==> src/rtl/div_sequencer_pkg.sv <==
// Shared definitions for the multi-cycle divider: FSM states and the
// div_ctrl operation encodings also used by the instruction decoder.
package div_sequencer_pkg;

  typedef enum logic [2:0] {
    S_IDLE,
    S_PREP,
    S_ITER,
    S_FIXUP,
    S_DONE
  } state_e;

  typedef enum logic [1:0] {
    CTRL_DIV  = 2'b00,
    CTRL_DIVU = 2'b01,
    CTRL_REM  = 2'b10,
    CTRL_REMU = 2'b11
  } div_ctrl_e;

  function automatic logic is_signed_op(input logic [1:0] ctrl);
    return (ctrl == CTRL_DIV) || (ctrl == CTRL_REM);
  endfunction

  function automatic logic is_rem_op(input logic [1:0] ctrl);
    return (ctrl == CTRL_REM) || (ctrl == CTRL_REMU);
  endfunction

endpackage

==> src/rtl/div_sequencer_step.sv <==
// One restoring-division iteration: shift in the next dividend bit,
// trial-subtract the divisor and record the quotient bit.
module div_step #(
  parameter int WIDTH = 32
) (
  input  logic [WIDTH-1:0] rem_i,
  input  logic [WIDTH-1:0] quo_i,
  input  logic [WIDTH-1:0] divisor_i,
  output logic [WIDTH-1:0] rem_o,
  output logic [WIDTH-1:0] quo_o
);

  logic [WIDTH:0] shifted;
  logic [WIDTH:0] trial;

  // NOTE: combinational logic uses blocking '=' and assigns every output on
  // every path, so no latch can be inferred.
  always_comb begin
    shifted = {rem_i, quo_i[WIDTH-1]};
    trial   = shifted - {1'b0, divisor_i};
    // The partial remainder stays below the divisor, so the borrow bit alone
    // tells whether the trial subtraction went negative.
    if (trial[WIDTH]) begin
      rem_o = shifted[WIDTH-1:0];
      quo_o = {quo_i[WIDTH-2:0], 1'b0};
    end else begin
      rem_o = trial[WIDTH-1:0];
      quo_o = {quo_i[WIDTH-2:0], 1'b1};
    end
  end

endmodule

==> src/rtl/div_sequencer.sv <==
// Multi-cycle restoring divider that stalls the front of the pipeline while
// a DIV/DIVU/REM/REMU instruction sits in execute.
module div_sequencer
  import div_sequencer_pkg::*;
#(
  parameter int WIDTH = 32,
  parameter int ITERS = WIDTH
) (
  input  logic             clk,
  input  logic             rst,
  input  logic             div_en_e,
  input  logic [1:0]       div_ctrl_e,
  input  logic [WIDTH-1:0] op_a_e,
  input  logic [WIDTH-1:0] op_b_e,
  input  logic             flush,
  output logic             div_stall,
  output logic             div_done_e,
  output logic [WIDTH-1:0] div_result_e
);

  localparam int CNT_W = $clog2(ITERS) + 1;

  state_e             state_q, state_d;
  logic [1:0]         ctrl_q, ctrl_d;
  logic [WIDTH-1:0]   a_q, a_d, b_q, b_d;
  logic               sign_a_q, sign_a_d, sign_b_q, sign_b_d;
  logic [WIDTH-1:0]   rem_q, rem_d, quo_q, quo_d, dvsr_q, dvsr_d;
  logic [CNT_W-1:0]   cnt_q, cnt_d;
  logic [WIDTH-1:0]   result_q, result_d;

  logic [WIDTH-1:0]   step_rem, step_quo;
  logic [WIDTH-1:0]   a_mag, b_mag;
  logic               signed_op, rem_op, div_zero, overflow;

  div_step #(.WIDTH(WIDTH)) u_step (
    .rem_i     (rem_q),
    .quo_i     (quo_q),
    .divisor_i (dvsr_q),
    .rem_o     (step_rem),
    .quo_o     (step_quo)
  );

  // Sign flags are only set for signed ops, so magnitudes pass unsigned
  // operands through unchanged.
  assign signed_op = is_signed_op(ctrl_q);
  assign rem_op    = is_rem_op(ctrl_q);
  assign a_mag     = sign_a_q ? -a_q : a_q;
  assign b_mag     = sign_b_q ? -b_q : b_q;
  assign div_zero  = (b_q == '0);
  assign overflow  = signed_op && (a_q == {1'b1, {(WIDTH-1){1'b0}}}) && (b_q == '1);

  always_comb begin
    state_d    = state_q;
    ctrl_d     = ctrl_q;
    a_d        = a_q;
    b_d        = b_q;
    sign_a_d   = sign_a_q;
    sign_b_d   = sign_b_q;
    rem_d      = rem_q;
    quo_d      = quo_q;
    dvsr_d     = dvsr_q;
    cnt_d      = cnt_q;
    result_d   = result_q;
    div_stall  = 1'b0;
    div_done_e = 1'b0;

    unique case (state_q)
      S_IDLE: begin
        if (div_en_e && !flush) begin
          div_stall = 1'b1;
          ctrl_d    = div_ctrl_e;
          a_d       = op_a_e;
          b_d       = op_b_e;
          sign_a_d  = op_a_e[WIDTH-1] & is_signed_op(div_ctrl_e);
          sign_b_d  = op_b_e[WIDTH-1] & is_signed_op(div_ctrl_e);
          state_d   = S_PREP;
        end
      end
      S_PREP: begin
        div_stall = 1'b1;
        rem_d     = '0;
        cnt_d     = '0;
        quo_d     = a_mag;
        dvsr_d    = b_mag;
        if (div_zero) begin
          result_d = rem_op ? a_q : '1;
          state_d  = S_DONE;
        end else if (overflow) begin
          result_d = rem_op ? '0 : a_q;
          state_d  = S_DONE;
        end else begin
          state_d  = S_ITER;
        end
      end
      S_ITER: begin
        div_stall = 1'b1;
        rem_d     = step_rem;
        quo_d     = step_quo;
        cnt_d     = cnt_q + CNT_W'(1);
        if (cnt_q == CNT_W'(ITERS - 1)) state_d = S_FIXUP;
      end
      S_FIXUP: begin
        div_stall = 1'b1;
        if (rem_op) result_d = sign_a_q ? -rem_q : rem_q;
        else        result_d = (sign_a_q ^ sign_b_q) ? -quo_q : quo_q;
        state_d   = S_DONE;
      end
      S_DONE: begin
        div_done_e = 1'b1;
        state_d    = S_IDLE;
      end
      default: state_d = S_IDLE;
    endcase

    // Flush abandons the operation; the result register keeps its old value.
    if (flush) begin
      state_d    = S_IDLE;
      result_d   = result_q;
      div_done_e = 1'b0;
    end
    if (rst) begin
      div_stall  = 1'b0;
      div_done_e = 1'b0;
    end
  end

  // NOTE: state registers use non-blocking '<=' so every flop samples the
  // pre-edge values of its peers.
  always_ff @(posedge clk or posedge rst) begin
    if (rst) begin
      state_q  <= S_IDLE;
      ctrl_q   <= '0;
      a_q      <= '0;
      b_q      <= '0;
      sign_a_q <= 1'b0;
      sign_b_q <= 1'b0;
      rem_q    <= '0;
      quo_q    <= '0;
      dvsr_q   <= '0;
      cnt_q    <= '0;
      result_q <= '0;
    end else begin
      state_q  <= state_d;
      ctrl_q   <= ctrl_d;
      a_q      <= a_d;
      b_q      <= b_d;
      sign_a_q <= sign_a_d;
      sign_b_q <= sign_b_d;
      rem_q    <= rem_d;
      quo_q    <= quo_d;
      dvsr_q   <= dvsr_d;
      cnt_q    <= cnt_d;
      result_q <= result_d;
    end
  end

  assign div_result_e = result_q;

endmodule

==> config.mk <==
export PLATFORM = sky130hd
export DESIGN_NAME = div_sequencer
export DESIGN_NICKNAME = d
export VERILOG_FILES = /design/src/rtl/div_sequencer_pkg.sv /design/src/rtl/div_sequencer_step.sv /design/src/rtl/div_sequencer.sv
export SDC_FILE = /design/constraint.sdc
export NUM_CORES = 1
export LEC_CHECK = 0
export ABC_AREA = 1
export CAP_MARGIN = 15
export CORE_UTILIZATION = 45
export CTS_CLUSTER_DIAMETER = 100
export DETAILED_ROUTE_END_ITERATION = 12
export GPL_ROUTABILITY_DRIVEN = 1
export HOLD_SLACK_MARGIN = 0.15
export REMOVE_ABC_BUFFERS = 1
export SYNTH_ARGS = -nofsm -noshare
export SYNTH_HDL_FRONTEND = slang
export SYNTH_HIERARCHICAL = 1
export SYNTH_SLANG_ARGS = --single-unit
==> constraint.sdc <==
create_clock -name clk -period 11.1 [get_ports clk]
set_clock_uncertainty 0.15 [all_clocks]
set_input_delay 1.665 -clock clk [delete_from_list [all_inputs] [get_ports clk]]
set_output_delay 1.665 -clock clk [all_outputs]
set_load 0.005 [all_outputs]
==> flow_results.xml, run 1 <==
<?xml version="1.0" encoding="UTF-8"?>
<metrics>
  <group name="drt">
    <metric name="drtAntennaViolNets" unit="">0</metric>
    <metric name="drc" unit="">0</metric>
    <metric name="vias" unit="">16977</metric>
    <metric name="drc_marker_count_from_the_first_detailed_route_iteration" unit="">1372</metric>
    <metric name="routed_wire_length_per_instance" unit="microns">16.83</metric>
    <metric name="first_pass_iters" unit="">7</metric>
    <metric name="drt_wl_total" unit="microns">53910</metric>
    <metric name="route.detailed.vias_per_inst" unit="">5.300</metric>
  </group>
  <group name="clocking">
    <metric name="maximum_number_of_buffers_from_clock_root_to_sink" unit="">3</metric>
    <metric name="cts_made_buffers" unit="">26</metric>
    <metric name="cts-resized-gates" unit="">0</metric>
    <metric name="post-cts-setup-buffer-count" unit="">0</metric>
    <metric name="clk_pin_slew_worst_paths" unit="ps">50</metric>
    <metric name="tritoncts" unit="">yes</metric>
    <metric name="clock_latency" unit="ps">570</metric>
    <metric name="h_tree_depth_reported_by_cts" unit="">1</metric>
    <metric name="number_of_clock_sinks_seen_by_cts" unit="">205</metric>
    <metric name="postCtsHoldBufs" unit="">0</metric>
    <metric name="root_buf_cell" unit="">sky130_fd_sc_hd__clkbuf_16</metric>
  </group>
  <group name="worst_hold_path">
    <metric name="timing.hold.worst_path_depth" unit="">2</metric>
    <metric name="hold_path_class" unit="">reg -&gt; reg</metric>
    <metric name="hp-start" unit="">div_result_e[17]</metric>
    <metric name="hold_path_end" unit="">div_result_e[17]</metric>
  </group>
  <group name="timing">
    <metric name="layout_min_cycle_time" unit="ps">5201</metric>
    <metric name="worst_pin_slew" unit="ps">1039</metric>
    <metric name="timing.slew.headroom" unit="%">30.73</metric>
    <metric name="final_number_of_hold_violating_endpoints" unit="">0</metric>
    <metric name="grt_setup_unrepaired" unit="">no</metric>
    <metric name="timing.final.crit_share" unit="%">46.85</metric>
    <metric name="maxSlewViolCount" unit="">0</metric>
    <metric name="timing.setup.tns" unit="ps">0</metric>
    <metric name="setup_viol_count_final" unit="">0</metric>
    <metric name="fmax" unit="MHz">192.3</metric>
  </group>
  <group name="synthesis">
    <metric name="netlist.area_leader.share" unit="%">31.48</metric>
    <metric name="ys_warn_count" unit="">6</metric>
    <metric name="ys_dominant_reg_cell" unit="">sky130_fd_sc_hd__dfrtp_1</metric>
    <metric name="synth-async-reset-ratio" unit="%">100.0</metric>
    <metric name="synth_enable_flop_cells" unit="">0</metric>
    <metric name="most_frequently_used_cell_type_in_the_post_synthesis_netlist" unit="">sky130_fd_sc_hd__nand2_1</metric>
    <metric name="yosys.area.top_type" unit="">sky130_fd_sc_hd__dfrtp_1</metric>
    <metric name="ys_top_cells_by_count" unit="">sky130_fd_sc_hd__nand2_1 (1079), sky130_fd_sc_hd__inv_1 (316), sky130_fd_sc_hd__nor2_1 (244)</metric>
    <metric name="synthesis.area_per_instance" unit="sq um">6.025</metric>
    <metric name="syn_inst" unit="">2705</metric>
    <metric name="synth_seq_cells" unit="">205</metric>
    <metric name="netlist-cell-type-count" unit="">42</metric>
    <metric name="seq_total_area_yosys" unit="%">31.48</metric>
    <metric name="synth.area.top_cells" unit="">sky130_fd_sc_hd__dfrtp_1 (31%), sky130_fd_sc_hd__nand2_1 (25%), sky130_fd_sc_hd__nand3_1 (7.4%)</metric>
    <metric name="synthesis.area" unit="sq um">16300</metric>
  </group>
  <group name="outcome">
    <metric name="run_status" unit="">complete, no violations</metric>
  </group>
  <group name="floorplan">
    <metric name="chipHeight" unit="microns">192.3</metric>
    <metric name="number_of_standard_cell_rows_in_the_floorplan" unit="">69</metric>
    <metric name="core_area" unit="sq um">35570</metric>
    <metric name="start_util" unit="%">45.82</metric>
    <metric name="boundaryPins" unit="">104</metric>
    <metric name="die_area" unit="sq um">36980</metric>
    <metric name="chipWidth" unit="microns">192.3</metric>
  </group>
  <group name="power">
    <metric name="share_of_power_burned_in_combinational_logic" unit="%">62.6</metric>
    <metric name="power.share.clock" unit="%">14.3</metric>
    <metric name="p_int" unit="uW">2943</metric>
    <metric name="p_per_area" unit="nW/um^2">352.9</metric>
    <metric name="cellLeakagePower" unit="uW">0.009606</metric>
    <metric name="share_seq_of_total_power" unit="%">23.1</metric>
    <metric name="peak_ir_drop_on_the_vdd_network" unit="V">0.0003984</metric>
    <metric name="switchingPower" unit="uW">3516</metric>
    <metric name="power.switching_fraction" unit="%">54.44</metric>
  </group>
  <group name="layout">
    <metric name="final-seq-area" unit="sq um">5131</metric>
    <metric name="multi_input_comb_area" unit="sq um">9294</metric>
    <metric name="layout-drive-gt1-share" unit="%">3.502</metric>
    <metric name="final_standard_cell_area_without_fillers" unit="sq um">18300</metric>
    <metric name="area_growth" unit="%">12.30</metric>
    <metric name="num-fill-cells" unit="">3732</metric>
    <metric name="layoutNonFillerInstCount" unit="">3203</metric>
    <metric name="design.final.nets" unit="">2831</metric>
  </group>
  <group name="grt">
    <metric name="pin_count_of_the_biggest_net_entering_global_routing" unit="">129</metric>
    <metric name="grt_pass1_vias" unit="">15478</metric>
    <metric name="first_pass_grt_wire_length" unit="microns">84730</metric>
    <metric name="global_route_overflow" unit="">0</metric>
    <metric name="number_of_antenna_violations_at_the_first_check_in_global_routing" unit="">1</metric>
    <metric name="grt.total_usage" unit="%">29.39</metric>
  </group>
  <group name="job">
    <metric name="max-cap-violations" unit="">0</metric>
  </group>
  <group name="worst_setup_path">
    <metric name="setup.worst_path.end_class" unit="">primary output</metric>
    <metric name="r2r-end" unit="">quo_q[16]</metric>
    <metric name="worst-endpoint-required" unit="ps">9290</metric>
    <metric name="cp.arrival" unit="ps">3390</metric>
    <metric name="source_of_the_worst_register_to_register_timing_path" unit="">state_q[0]</metric>
    <metric name="timing.reg2reg.setup_slack" unit="ps">7960</metric>
    <metric name="critical_path.max_fanout" unit="">13</metric>
    <metric name="timing.setup.critical_path_class" unit="">in -&gt; out</metric>
    <metric name="worst_setup_path_start_kind" unit="">input port</metric>
    <metric name="reg2regPathDepth" unit="">8</metric>
  </group>
  <group name="placement">
    <metric name="detailedPlacementHpwl" unit="microns">40790</metric>
    <metric name="post_dp_cell_area" unit="sq um">17350</metric>
    <metric name="place.port_buffers" unit="">103</metric>
    <metric name="dp.cells" unit="">3155</metric>
    <metric name="gp_congestion" unit="">0.9736</metric>
  </group>
</metrics>
metrics by stage:
step	setup WS [ps]	util, %	hold slack [ps]	total power, uW
6_report	5899	51.45	328.3	6459
2_1_floorplan	3355	-	299.0	4160
3_5_place_dp	5901	48.79	316.6	5483
4_1_cts	5885	51.45	332.6	6438
3_3_place_gp	5918	48.79	313.4	5436
5_1_grt	5791	51.45	349.6	7087
cells in the final DEF (no fill, tap or decap), drive strengths merged, types with 13 or more instances in the layout:
cell type         n
xor2             37
clkbuf           32
a21oi            50
nand4            24
dfrtp           205
ha               38
o21ai           233
buf              13
nor3             23
nand2          1090
nand3           244
clkdlybuf4s50   103
inv             324
nor2            247
layer usage:
| metal | GRT usage [%] | part of all wire [%] | wire length, microns | vias to the layer above |
|---|---|---|---|---|
| met4 | 6.784 | 2.2 | 1187 | 0 |
| met3 | 3.328 | 5.2 | 2812 | 64 |
| li1 | - | - | - | 8528 |
| met5 | 0 | 0 | 0 | - |
| met2 | 46.24 | 45 | 24020 | 503 |
| met1 | 42.90 | 48 | 25890 | 7882 |
state kept, by name, indices dropped and copies added (netlist names):
register	flops
dvsr_q	32
cnt_q	6
a_q	32
sign_b_q	1
state_q	3
ctrl_q	2
sign_a_q	1
div_result_e	32
quo_q	32
b_q	32
rem_q	32
area by class of cell:
type	count	area share [%]
diodes	1	0.01367
clock buffers	32	3.897
clock inverters	15	1.265
inverters	324	6.686
multi-input cells	2049	50.78
flip-flops and latches	205	28.04
well taps	461	3.152
repair buffers	116	6.167
worst max-delay path, stage by stage:
cell and delay [ps]:
sky130_fd_sc_hd__clkdlybuf4s50_1 530, sky130_fd_sc_hd__nor3_4 230, sky130_fd_sc_hd__inv_1 240, sky130_fd_sc_hd__a21oi_1 210
sky130_fd_sc_hd__clkdlybuf4s50_1 520
how the worst max path moves through the flow:
stage,from,end,cells after the start
final,flush,div_stall,5
after global routing,flush,div_stall,5
after CTS,flush,div_stall,5
after detailed placement,flush,div_stall,5
after global placement,flush,div_stall,5
after floorplan,div_en_e,div_stall,4
power by group through the flow:
stage | registers [uW] | logic (uW) | clock network [uW]
2_1_floorplan | 1400 | 2760 | 0
3_3_place_gp | 1480 | 3950 | 0
3_5_place_dp | 1490 | 3990 | 0
4_1_cts | 1480 | 4020 | 938
5_1_grt | 1540 | 4580 | 972
6_report | 1490 | 4040 | 926
cell families after synthesis:
| logic type | Yosys count | synth area share, % |
|---|---|---|
| adders and majority gates | 39 | 3.040 |
| AOI/OAI and AO/OA | 322 | 10.55 |
| and+or+nand+nor | 1650 | 41.29 |
| DFF | 205 | 31.48 |
| xor gates and xnor gates | 38 | 2.042 |
| buffers and inverters | 451 | 11.60 |
(Power assumes the default switching activity.)
==> inputs of run 2 (changes only) <==
--- a/config.mk
+++ b/config.mk
@@ -12,6 +12,7 @@
 export DETAILED_ROUTE_END_ITERATION = 12
 export GPL_ROUTABILITY_DRIVEN = 1
 export HOLD_SLACK_MARGIN = 0.15
+export PLACE_DENSITY = 0.66
 export REMOVE_ABC_BUFFERS = 1
 export SYNTH_ARGS = -nofsm -noshare
 export SYNTH_HDL_FRONTEND = slang
==> constraint.sdc (replaced) <==
create_clock -name clk -period 4.7 [get_ports clk]
set_clock_uncertainty 0.15 [all_clocks]
set_input_delay 0.705 -clock clk [delete_from_list [all_inputs] [get_ports clk]]
set_output_delay 0.705 -clock clk [all_outputs]
set_load 0.005 [all_outputs]
==> flow_results.xml, run 2 (synthesis gave the netlist of run 1 again) <==
<?xml version="1.0" encoding="UTF-8"?>
<metrics>
  <group name="timing">
    <metric name="setup_viol_count_final" unit="">0</metric>
    <metric name="fmax" unit="MHz">298.3</metric>
    <metric name="final_number_of_hold_violating_endpoints" unit="">0</metric>
    <metric name="grt_setup_unrepaired" unit="">no</metric>
    <metric name="timing.final.crit_share" unit="%">71.32</metric>
    <metric name="timing.setup.tns" unit="ps">0</metric>
    <metric name="layout_min_cycle_time" unit="ps">3352</metric>
    <metric name="timing.slew.headroom" unit="%">29.01</metric>
    <metric name="worst_pin_slew" unit="ps">1065</metric>
    <metric name="maxSlewViolCount" unit="">0</metric>
  </group>
  <group name="floorplan">
    <metric name="die_area" unit="sq um">36980</metric>
    <metric name="number_of_standard_cell_rows_in_the_floorplan" unit="">69</metric>
    <metric name="start_util" unit="%">45.82</metric>
    <metric name="core_area" unit="sq um">35570</metric>
    <metric name="chipWidth" unit="microns">192.3</metric>
    <metric name="chipHeight" unit="microns">192.3</metric>
    <metric name="boundaryPins" unit="">104</metric>
  </group>
  <group name="worst_setup_path">
    <metric name="source_of_the_worst_register_to_register_timing_path" unit="">sign_a_q</metric>
    <metric name="timing.reg2reg.setup_slack" unit="ps">1420</metric>
    <metric name="setup.worst_path.end_class" unit="">primary output</metric>
    <metric name="critical_path.max_fanout" unit="">13</metric>
    <metric name="worst_setup_path_start_kind" unit="">input port</metric>
    <metric name="cp.arrival" unit="ps">2500</metric>
    <metric name="reg2regPathDepth" unit="">11</metric>
    <metric name="timing.setup.critical_path_class" unit="">in -&gt; out</metric>
    <metric name="worst-endpoint-required" unit="ps">3850</metric>
    <metric name="r2r-end" unit="">div_result_e[17]</metric>
  </group>
  <group name="drt">
    <metric name="routed_wire_length_per_instance" unit="microns">16.44</metric>
    <metric name="vias" unit="">16935</metric>
    <metric name="first_pass_iters" unit="">7</metric>
    <metric name="drc_marker_count_from_the_first_detailed_route_iteration" unit="">1410</metric>
    <metric name="drt_wl_total" unit="microns">52640</metric>
    <metric name="drc" unit="">0</metric>
    <metric name="drtAntennaViolNets" unit="">0</metric>
    <metric name="route.detailed.vias_per_inst" unit="">5.291</metric>
  </group>
  <group name="grt">
    <metric name="top_usage_layer" unit="">met2</metric>
    <metric name="global_route_overflow" unit="">0</metric>
    <metric name="globalRouteMet2Util" unit="%">45.78</metric>
    <metric name="pin_count_of_the_biggest_net_entering_global_routing" unit="">123</metric>
    <metric name="grt_pass1_vias" unit="">15473</metric>
    <metric name="use_met1" unit="%">42.12</metric>
    <metric name="grt.total_usage" unit="%">28.87</metric>
    <metric name="global_route.usage.met3" unit="%">3.128</metric>
    <metric name="number_of_antenna_violations_at_the_first_check_in_global_routing" unit="">1</metric>
    <metric name="first_pass_grt_wire_length" unit="microns">83990</metric>
  </group>
  <group name="worst_hold_path">
    <metric name="hp-start" unit="">div_result_e[27]</metric>
    <metric name="hold_path_class" unit="">reg -&gt; reg</metric>
    <metric name="timing.hold.worst_path_depth" unit="">2</metric>
    <metric name="hold_path_end" unit="">div_result_e[27]</metric>
  </group>
  <group name="power">
    <metric name="p_int" unit="uW">6816</metric>
    <metric name="p_per_area" unit="nW/um^2">823.4</metric>
    <metric name="post-layout-total-power" unit="uW">15010</metric>
    <metric name="share_seq_of_total_power" unit="%">23.5</metric>
    <metric name="switchingPower" unit="uW">8192</metric>
    <metric name="cellLeakagePower" unit="uW">0.009577</metric>
    <metric name="power.switching_fraction" unit="%">54.58</metric>
    <metric name="peak_ir_drop_on_the_vdd_network" unit="V">0.0007179</metric>
    <metric name="power.share.clock" unit="%">13.4</metric>
    <metric name="share_of_power_burned_in_combinational_logic" unit="%">63.1</metric>
  </group>
  <group name="job">
    <metric name="max-cap-violations" unit="">0</metric>
  </group>
  <group name="layout">
    <metric name="num-fill-cells" unit="">3801</metric>
    <metric name="most_common_library_cell_in_the_layout_ignoring_fill_and_taps" unit="">sky130_fd_sc_hd__nand2_1</metric>
    <metric name="final_cell_mix" unit="">sky130_fd_sc_hd__nand2_1 (1079), sky130_fd_sc_hd__inv_1 (314), sky130_fd_sc_hd__nor2_1 (243)</metric>
    <metric name="area_growth" unit="%">11.85</metric>
    <metric name="layout.core_utilization" unit="%">51.25</metric>
    <metric name="design.final.nets" unit="">2833</metric>
    <metric name="layout-drive-gt1-share" unit="%">3.432</metric>
  </group>
  <group name="clocking">
    <metric name="postCtsHoldBufs" unit="">0</metric>
    <metric name="h_tree_depth_reported_by_cts" unit="">1</metric>
    <metric name="number_of_clock_sinks_seen_by_cts" unit="">205</metric>
    <metric name="cts-resized-gates" unit="">0</metric>
    <metric name="maximum_number_of_buffers_from_clock_root_to_sink" unit="">3</metric>
    <metric name="tritoncts" unit="">yes</metric>
    <metric name="clock_latency" unit="ps">550</metric>
    <metric name="post-cts-setup-buffer-count" unit="">0</metric>
    <metric name="clk_pin_slew_worst_paths" unit="ps">60</metric>
    <metric name="cts_made_buffers" unit="">25</metric>
    <metric name="root_buf_cell" unit="">sky130_fd_sc_hd__clkbuf_16</metric>
  </group>
  <group name="placement">
    <metric name="place.port_buffers" unit="">103</metric>
    <metric name="detailedPlacementHpwl" unit="microns">40200</metric>
    <metric name="gp_congestion" unit="">0.9278</metric>
  </group>
  <group name="outcome">
    <metric name="run_status" unit="">complete, no violations</metric>
  </group>
</metrics>
==> run 2: changes by cell type in the layout (fill, tap and decap cells not counted), sizes merged <==
| cell | before | now |
|---|---|---|
| bufinv | 5 | 3 |
| inv | 324 | 325 |
| buf | 13 | 16 |
| clkbuf | 32 | 31 |
| clkinv | 9 | 6 |
==> run 2: worst max-delay path, cell delays in order <==
cell and delay [ps]:
sky130_fd_sc_hd__clkdlybuf4s50_1 530, sky130_fd_sc_hd__nor3_4 230, sky130_fd_sc_hd__inv_1 280, sky130_fd_sc_hd__a21oi_1 230, sky130_fd_sc_hd__clkdlybuf4s50_1 520
==> run 2: layout make-up <==
class / instances / area (sq um) / area share [%]
multi-input cells: 2049 / 9291 / 50.97
flip-flops and latches: 205 / 5131 / 28.15
inverters: 324 / 1224 / 6.713
repair buffers: 119 / 1164 / 6.384
clock buffers: 31 / 698.2 / 3.830
well taps: 461 / 576.8 / 3.164
clock inverters: 11 / 140.1 / 0.7688
diodes: 1 / 2.502 / 0.01373
==> run 2: worst max-delay path by stage <==
| stage | from | to | cells past startpoint |
|---|---|---|---|
| final | flush | div_stall | 5 |
| after global routing | sign_a_q | div_result_e[18] | 11 |
| after CTS | flush | div_stall | 5 |
| after detailed placement | flush | div_stall | 5 |
| after global placement | flush | div_stall | 5 |
| after floorplan | rst | a_q[0] | 1 |
==> run 2: power groups by stage <==
stage	clock network (uW)	registers, uW	logic [uW]
global route	2100	3640	10700
finish	2010	3520	9480
detailed placement	0	3530	9340
global placement	0	3510	9260
CTS	2030	3510	9390
floorplan	0	3300	6520
==> run 2: stage by stage <==
| step | worst slack, ps | hold WS (ps) | instance area (sq um) | cells |
|---|---|---|---|---|
| detailed placement | 1326 | 314.2 | 17390 | 3158 |
| global placement | 1402 | 313.2 | 17390 | 3158 |
| finish | 1348 | 329.5 | 18230 | 3201 |
| CTS | 1320 | 332.8 | 18230 | 3200 |
| floorplan | -1751 | 299.0 | 15620 | 2578 |
| global route | 1115 | 348.3 | 18230 | 3200 |
==> run 2: layer usage <==
layer  wire length [microns]  part of all wire (%)  vias up
met1                   24780                    47     7870
met2                   23620                    45      494
li1                        -                     -     8510
met3                    3266                   6.2       61
met5                       0                     0        -
met4                     967                   1.8        0
==> inputs of run 3 (changes only) <==
==> constraint.sdc (replaced) <==
create_clock -name clk -period 2.93 [get_ports clk]
set_clock_uncertainty 0.15 [all_clocks]
set_input_delay 0.4395 -clock clk [delete_from_list [all_inputs] [get_ports clk]]
set_output_delay 0.4395 -clock clk [all_outputs]
set_load 0.005 [all_outputs]
==> flow_results.xml, run 3 (synthesis gave the netlist of run 1 again) <==
<?xml version="1.0" encoding="UTF-8"?>
<metrics>
  <group name="worst_setup_path">
    <metric name="timing.reg2reg.setup_slack" unit="ps">230</metric>
    <metric name="timing.setup.critical_path_class" unit="">reg -&gt; reg</metric>
    <metric name="source_of_the_worst_register_to_register_timing_path" unit="">quo_q[31]</metric>
    <metric name="reg2regPathDepth" unit="">18</metric>
    <metric name="slowest_delay" unit="ps">410</metric>
    <metric name="path_common_cell" unit="">sky130_fd_sc_hd__nand2_1</metric>
    <metric name="slowest_stage" unit="">sky130_fd_sc_hd__fa_1</metric>
    <metric name="critical_path.max_fanout" unit="">32</metric>
    <metric name="cp.arrival" unit="ps">3040</metric>
    <metric name="setup.worst_path.end_class" unit="">flip-flop</metric>
    <metric name="crit_path_cell_trace" unit="">inv_1 -&gt; ha_1 -&gt; fa_1 -&gt; inv_1 -&gt; nand2_1 -&gt; nand2_1 -&gt; nand3_1 -&gt; nand2_2 -&gt; nand2_1 -&gt; nand2_2 -&gt; nand2_2 -&gt; nand2_2 -&gt; nand2_2 -&gt; nand2_4 -&gt; nand2_1 -&gt; nand2_1 -&gt; nand2_1 -&gt; o21ai_0</metric>
    <metric name="worst_setup_path_start_kind" unit="">flip-flop</metric>
    <metric name="worst-endpoint-required" unit="ps">3270</metric>
    <metric name="r2r-end" unit="">rem_q[6]</metric>
  </group>
  <group name="drt">
    <metric name="first_pass_iters" unit="">6</metric>
    <metric name="drc_marker_count_from_the_first_detailed_route_iteration" unit="">1514</metric>
    <metric name="routed_wire_length_per_instance" unit="microns">16.34</metric>
    <metric name="drt_wl_total" unit="microns">52900</metric>
    <metric name="route.detailed.vias_per_inst" unit="">5.272</metric>
    <metric name="vias" unit="">17065</metric>
    <metric name="drtAntennaViolNets" unit="">0</metric>
    <metric name="drc" unit="">0</metric>
  </group>
  <group name="timing">
    <metric name="grt_setup_unrepaired" unit="">no</metric>
    <metric name="worst_pin_slew" unit="ps">728.5</metric>
    <metric name="timing.slew.headroom" unit="%">50.92</metric>
    <metric name="hold_slack" unit="ps">237.0</metric>
    <metric name="fmax" unit="MHz">370.0</metric>
    <metric name="layout_min_cycle_time" unit="ps">2703</metric>
    <metric name="final_number_of_hold_violating_endpoints" unit="">0</metric>
    <metric name="maxSlewViolCount" unit="">0</metric>
    <metric name="timing.final.crit_share" unit="%">92.25</metric>
    <metric name="setup_viol_count_final" unit="">0</metric>
    <metric name="timing.setup.tns" unit="ps">0</metric>
  </group>
  <group name="floorplan">
    <metric name="chipHeight" unit="microns">192.3</metric>
    <metric name="start_util" unit="%">45.82</metric>
    <metric name="die_area" unit="sq um">36980</metric>
    <metric name="core_area" unit="sq um">35570</metric>
    <metric name="chipWidth" unit="microns">192.3</metric>
    <metric name="boundaryPins" unit="">104</metric>
    <metric name="number_of_standard_cell_rows_in_the_floorplan" unit="">69</metric>
  </group>
  <group name="layout">
    <metric name="area_growth" unit="%">15.03</metric>
    <metric name="most_common_library_cell_in_the_layout_ignoring_fill_and_taps" unit="">sky130_fd_sc_hd__nand2_1</metric>
    <metric name="layout-drive-gt1-share" unit="%">4.686</metric>
    <metric name="design.final.nets" unit="">2864</metric>
    <metric name="final_cell_mix" unit="">sky130_fd_sc_hd__nand2_1 (1079), sky130_fd_sc_hd__inv_1 (314), sky130_fd_sc_hd__nor2_1 (242), sky130_fd_sc_hd__nand3_1 (242), sky130_fd_sc_hd__o21ai_0 (210)</metric>
  </group>
  <group name="clocking">
    <metric name="post-cts-setup-buffer-count" unit="">0</metric>
    <metric name="tritoncts" unit="">yes</metric>
    <metric name="maximum_number_of_buffers_from_clock_root_to_sink" unit="">3</metric>
    <metric name="number_of_clock_sinks_seen_by_cts" unit="">205</metric>
    <metric name="cts-resized-gates" unit="">0</metric>
    <metric name="cts_made_buffers" unit="">26</metric>
    <metric name="postCtsHoldBufs" unit="">0</metric>
    <metric name="h_tree_depth_reported_by_cts" unit="">1</metric>
    <metric name="clock_latency" unit="ps">570</metric>
    <metric name="clk_pin_slew_worst_paths" unit="ps">60</metric>
    <metric name="root_buf_cell" unit="">sky130_fd_sc_hd__clkbuf_16</metric>
  </group>
  <group name="outcome">
    <metric name="run_status" unit="">complete, no violations</metric>
  </group>
  <group name="grt">
    <metric name="global_route_overflow" unit="">0</metric>
    <metric name="pin_count_of_the_biggest_net_entering_global_routing" unit="">123</metric>
    <metric name="first_pass_grt_wire_length" unit="microns">84080</metric>
    <metric name="number_of_antenna_violations_at_the_first_check_in_global_routing" unit="">2</metric>
    <metric name="grt.total_usage" unit="%">28.89</metric>
    <metric name="grt_pass1_vias" unit="">15811</metric>
  </group>
  <group name="power">
    <metric name="p_per_area" unit="nW/um^2">1331</metric>
    <metric name="cellLeakagePower" unit="uW">0.009839</metric>
    <metric name="peak_ir_drop_on_the_vdd_network" unit="V">0.0006810</metric>
    <metric name="post-layout-total-power" unit="uW">24950</metric>
  </group>
  <group name="placement">
    <metric name="gp_congestion" unit="">0.9567</metric>
    <metric name="detailedPlacementHpwl" unit="microns">40490</metric>
    <metric name="place.port_buffers" unit="">103</metric>
  </group>
  <group name="job">
    <metric name="max-cap-violations" unit="">0</metric>
  </group>
  <group name="worst_hold_path">
    <metric name="hold_path_class" unit="">in -&gt; async</metric>
  </group>
</metrics>
-- run 3: cell count changes in the layout (fill, tap and decap cells not counted), sizes merged, moves of 2 or more --
cell	change
bufinv	+3
clkinvlp	+2
clkbuf	+3
clkinv	-2
buf	+30
-- run 3: stage by stage --
step	setup WS [ps]	std cells	utilization, %	area (sq um)
floorplan	-3255	2578	-	15620
finish	227.1	3237	52.70	18750
global route	18.95	3235	52.69	18740
detailed placement	276.9	3188	49.87	17740
CTS	83.71	3235	52.65	18730
global placement	318.3	3188	49.87	17740
-- run 3: worst max path at each step --
stage               startpoint        end  slack, ps  cells past startpoint
global placement    dvsr_q[27]   rem_q[7]        320                     13
floorplan                  rst     a_q[0]      -3260                      1
global route         quo_q[31]   rem_q[6]         20                     18
detailed placement   quo_q[31]   rem_q[6]        280                     18
finish               quo_q[31]   rem_q[6]        230                     18
CTS                 state_q[0]  div_stall         80                      6
-- run 3: area by class of cell --
type,count,area [sq um]
Multi-Input combinational cell,2049,9303
Antenna cell,2,5.005
Sequential cell,205,5132
Clock buffer,34,740.7
Clock inverter,13,247.7
Tap cell,461,576.8
Fill cell,3758,16820
Inverter,324,1224
Timing Repair Buffer,149,1516
-- run 3: where the power goes --
part	internal, uW	switching (uW)
Sequential	4100	1460
Clock	2310	1340
Combinational	5200	10500
Total	11600	13300
-- run 3: per-layer routing --
layer	routed length [microns]	global-route usage [%]	up-vias
met4	1436	8.389	2
met1	24960	41.17	7857
met5	13	0	-
li1	-	-	8598
met3	3061	3.946	90
met2	23430	45.38	518
-- run 3: worst max-delay path, delay by kind of cell (launching register included) --
kind	cells	cell delay, ps
adder cells (fa/ha/maj)	2	620
AO/OA/AOI/OAI	1	110
AND/OR/NAND/NOR	13	1220
buffers and inverters	2	160
flip-flops	1	340
==> patch: new RTL, settings of run 1 <==
Take the reset off `a_q`, `b_q`, `dvsr_q` and `result_q` and load them in a clocked block of their own.
--- a/src/rtl/div_sequencer.sv
+++ b/src/rtl/div_sequencer.sv
@@ -131,26 +131,25 @@
       state_q  <= S_IDLE;
       ctrl_q   <= '0;
-      a_q      <= '0;
-      b_q      <= '0;
       sign_a_q <= 1'b0;
       sign_b_q <= 1'b0;
       rem_q    <= '0;
       quo_q    <= '0;
-      dvsr_q   <= '0;
       cnt_q    <= '0;
-      result_q <= '0;
     end else begin
       state_q  <= state_d;
       ctrl_q   <= ctrl_d;
-      a_q      <= a_d;
-      b_q      <= b_d;
       sign_a_q <= sign_a_d;
       sign_b_q <= sign_b_d;
       rem_q    <= rem_d;
       quo_q    <= quo_d;
-      dvsr_q   <= dvsr_d;
       cnt_q    <= cnt_d;
-      result_q <= result_d;
     end
+  end
+
+  always_ff @(posedge clk) begin
+    a_q      <= a_d;
+    b_q      <= b_d;
+    dvsr_q   <= dvsr_d;
+    result_q <= result_d;
   end
 
Formal check against the unedited RTL: differs if rst is asserted again (counterexample within 4 cycles, from zero or initial values and one cycle with rst high); with rst held inactive, the same outputs for 10 cycles.
==> patch against run 1 <==
- die area is 5.2% lower
- sequential cell count stayed put
- hold slack better by 0.011 ns
- routed wire length is 14% lower
- cell area is 5.0% lower
- area after synthesis is 5.3% lower
- setup slack better by 0.43 ns
- synthesized cell count is 17% lower
- critical path type unchanged
- largest cell class unchanged
Power is not compared: it rests on default switching activity, and its combinational part moved more than twofold at a synthesized area within 25%.
==> patch: results (changes against run 1) <==
Outcome
The run finished with clean final reports.

Routing
The detailed-route wire length on metal 1 is 22300 um (-14%). The detailed route wirelength on metal3 is 3330 um (+18%). The first-iteration detailed-routing DRC count was 1442 (+5.1%).

The first-pass detailed-route iteration total is 5 (-2). The total number of vias is 14600 (-14%). The average wire length per cell after detail routing was 16.7 um (-0.62%). The routed length on met2 is 19800 um (-18%).

Logic synthesis
In the post-synthesis netlist, the biggest area contributors are edfxtp_1 (25%), nand2_1 (19%), dfrtp_1 (12%). Sorting the synthesized cells by how often they occur yields nand2_1 (790), inv_1 (284), nor2_1 (191), nand3_1 (158), edfxtp_1 (128). The complex-gate fraction of the synthesized area is 11.0% (+0.42 points).

The number of distinct standard cells referenced by the synthesized netlist is 56 (+33%). The async set-or-reset flop fraction in the synthesized netlist is 37.6% (-62 points). The cell type with the largest total area after synthesis is edfxtp_1. The post-synthesis share of cell area spent on full adders, half adders and majority gates is 3.49% (+0.45 points). The xor and xnor fraction of the mapped netlist area is 2.95% (+0.91 points). The number of instances in the synthesized netlist is 2243 (-17%). The portion of the post-synthesis area used by sequential elements is 37.4% (+5.9 points). The number of flops mapped to enable cells by yosys was 128 (+128).

Global routing
The first-pass GRT wire length was 73600 um (-13%). The global-route usage over all layers is 26.5% (-2.8 points). The maximum number of pins on one net before global-route repair is 96 (-26%). The initial antenna violation count is 0 (-1).

The number of global-route vias before repair is 13400 (-13%).

Cells and area
The final standard cell count with taps included and fillers excluded is 2756 (-14%). The share of final-layout standard cells stronger than drive strength 1 is 4.90% (+1.4 points). The antenna diode count came to 0 (-1). The number of nets in the layout is 2398 (-15%).

Min path
The worst hold path startpoint is b_q[0]$_DFFE_PP_. The number of cells traversed by the worst hold path is 0 (-2). The endpoint of the worst hold path is dvsr_q[0]$_DFFE_PP_.

Worst setup path
In this run the critical register-to-register path is captured at quo_q[13]$_DFFE_PP0P_. The cell count of the worst reg-to-reg path is 9 (+1). The biggest fanout along the worst timing path is 5 (-8). The critical path arrival is 2.96 ns (-0.43 ns).

The worst reg-to-reg setup slack was 7.75 ns (-0.21 ns). The launch point of the worst reg-to-reg path is state_q[2]$_DFFE_PP0P_. Following the worst setup path forward leads to its endpoint at div_stall.

Place
The setup slack at placement is 6.33 ns (+0.434 ns). The detailed placement HPWL is 34700 um (-15%). The final estimated routing congestion in global placement came to 0.904 (-7.1%). The number of instances in the placed design is 2708 (-14%).

CTS
The count of H-tree levels built during CTS is 1 (unchanged). The worst-skew pair later-pin latency came to 0.55 ns (-0.02 ns). The setup fix buffers added after clock tree synthesis was 0 (unchanged). The tree is rooted in a clkbuf_16.

STA
The tightest hold margin came to 0.339 ns (+0.0108 ns). The transition time of the tightest slew-check pin is 1.06 ns (+0.0187 ns). The period utilization came to 43.0% (-3.9 points).

Pwr
The reported leakage power is roughly 0.0083 uW.
## patch: cell count changes in the layout (fill, tap and decap cells not counted), moves of 11 or more
cell and change:
nand3_1 -84, dfrtp_1 -128, o21ai_0 -100, o21ai_1 +44, a21oi_1 +19, inv_1 -32, nand4_1 +11, nor2_1 -53
nand2_1 -288, edfxtp_1 +128
## patch: power breakdown
group | leakage (uW) | internal [uW] | switching [uW]
sequential | 0.00220 | 942 | 135
clock | 0.000423 | 540 | 346
combinational | 0.00571 | 328 | 656
total | 0.00833 | 1810 | 1140
## patch: layout make-up
| class | count | area [um2] |
|---|---|---|
| clock inverter | 13 | 161 |
| clock buffer | 34 | 712 |
| timing repair buffer | 112 | 1120 |
| inverter | 298 | 1120 |
| fill | 3455 | 16200 |
| multi-input combinational | 1646 | 7940 |
| tap | 448 | 561 |
| sequential | 205 | 5770 |
## patch: layer usage
metal / vias up / global-route usage (%)
li1: 7316 / -
met1: 6743 / 40.0
met5: - / 0
met3: 53 / 3.58
met4: 0 / 5.20
met2: 463 / 40.4
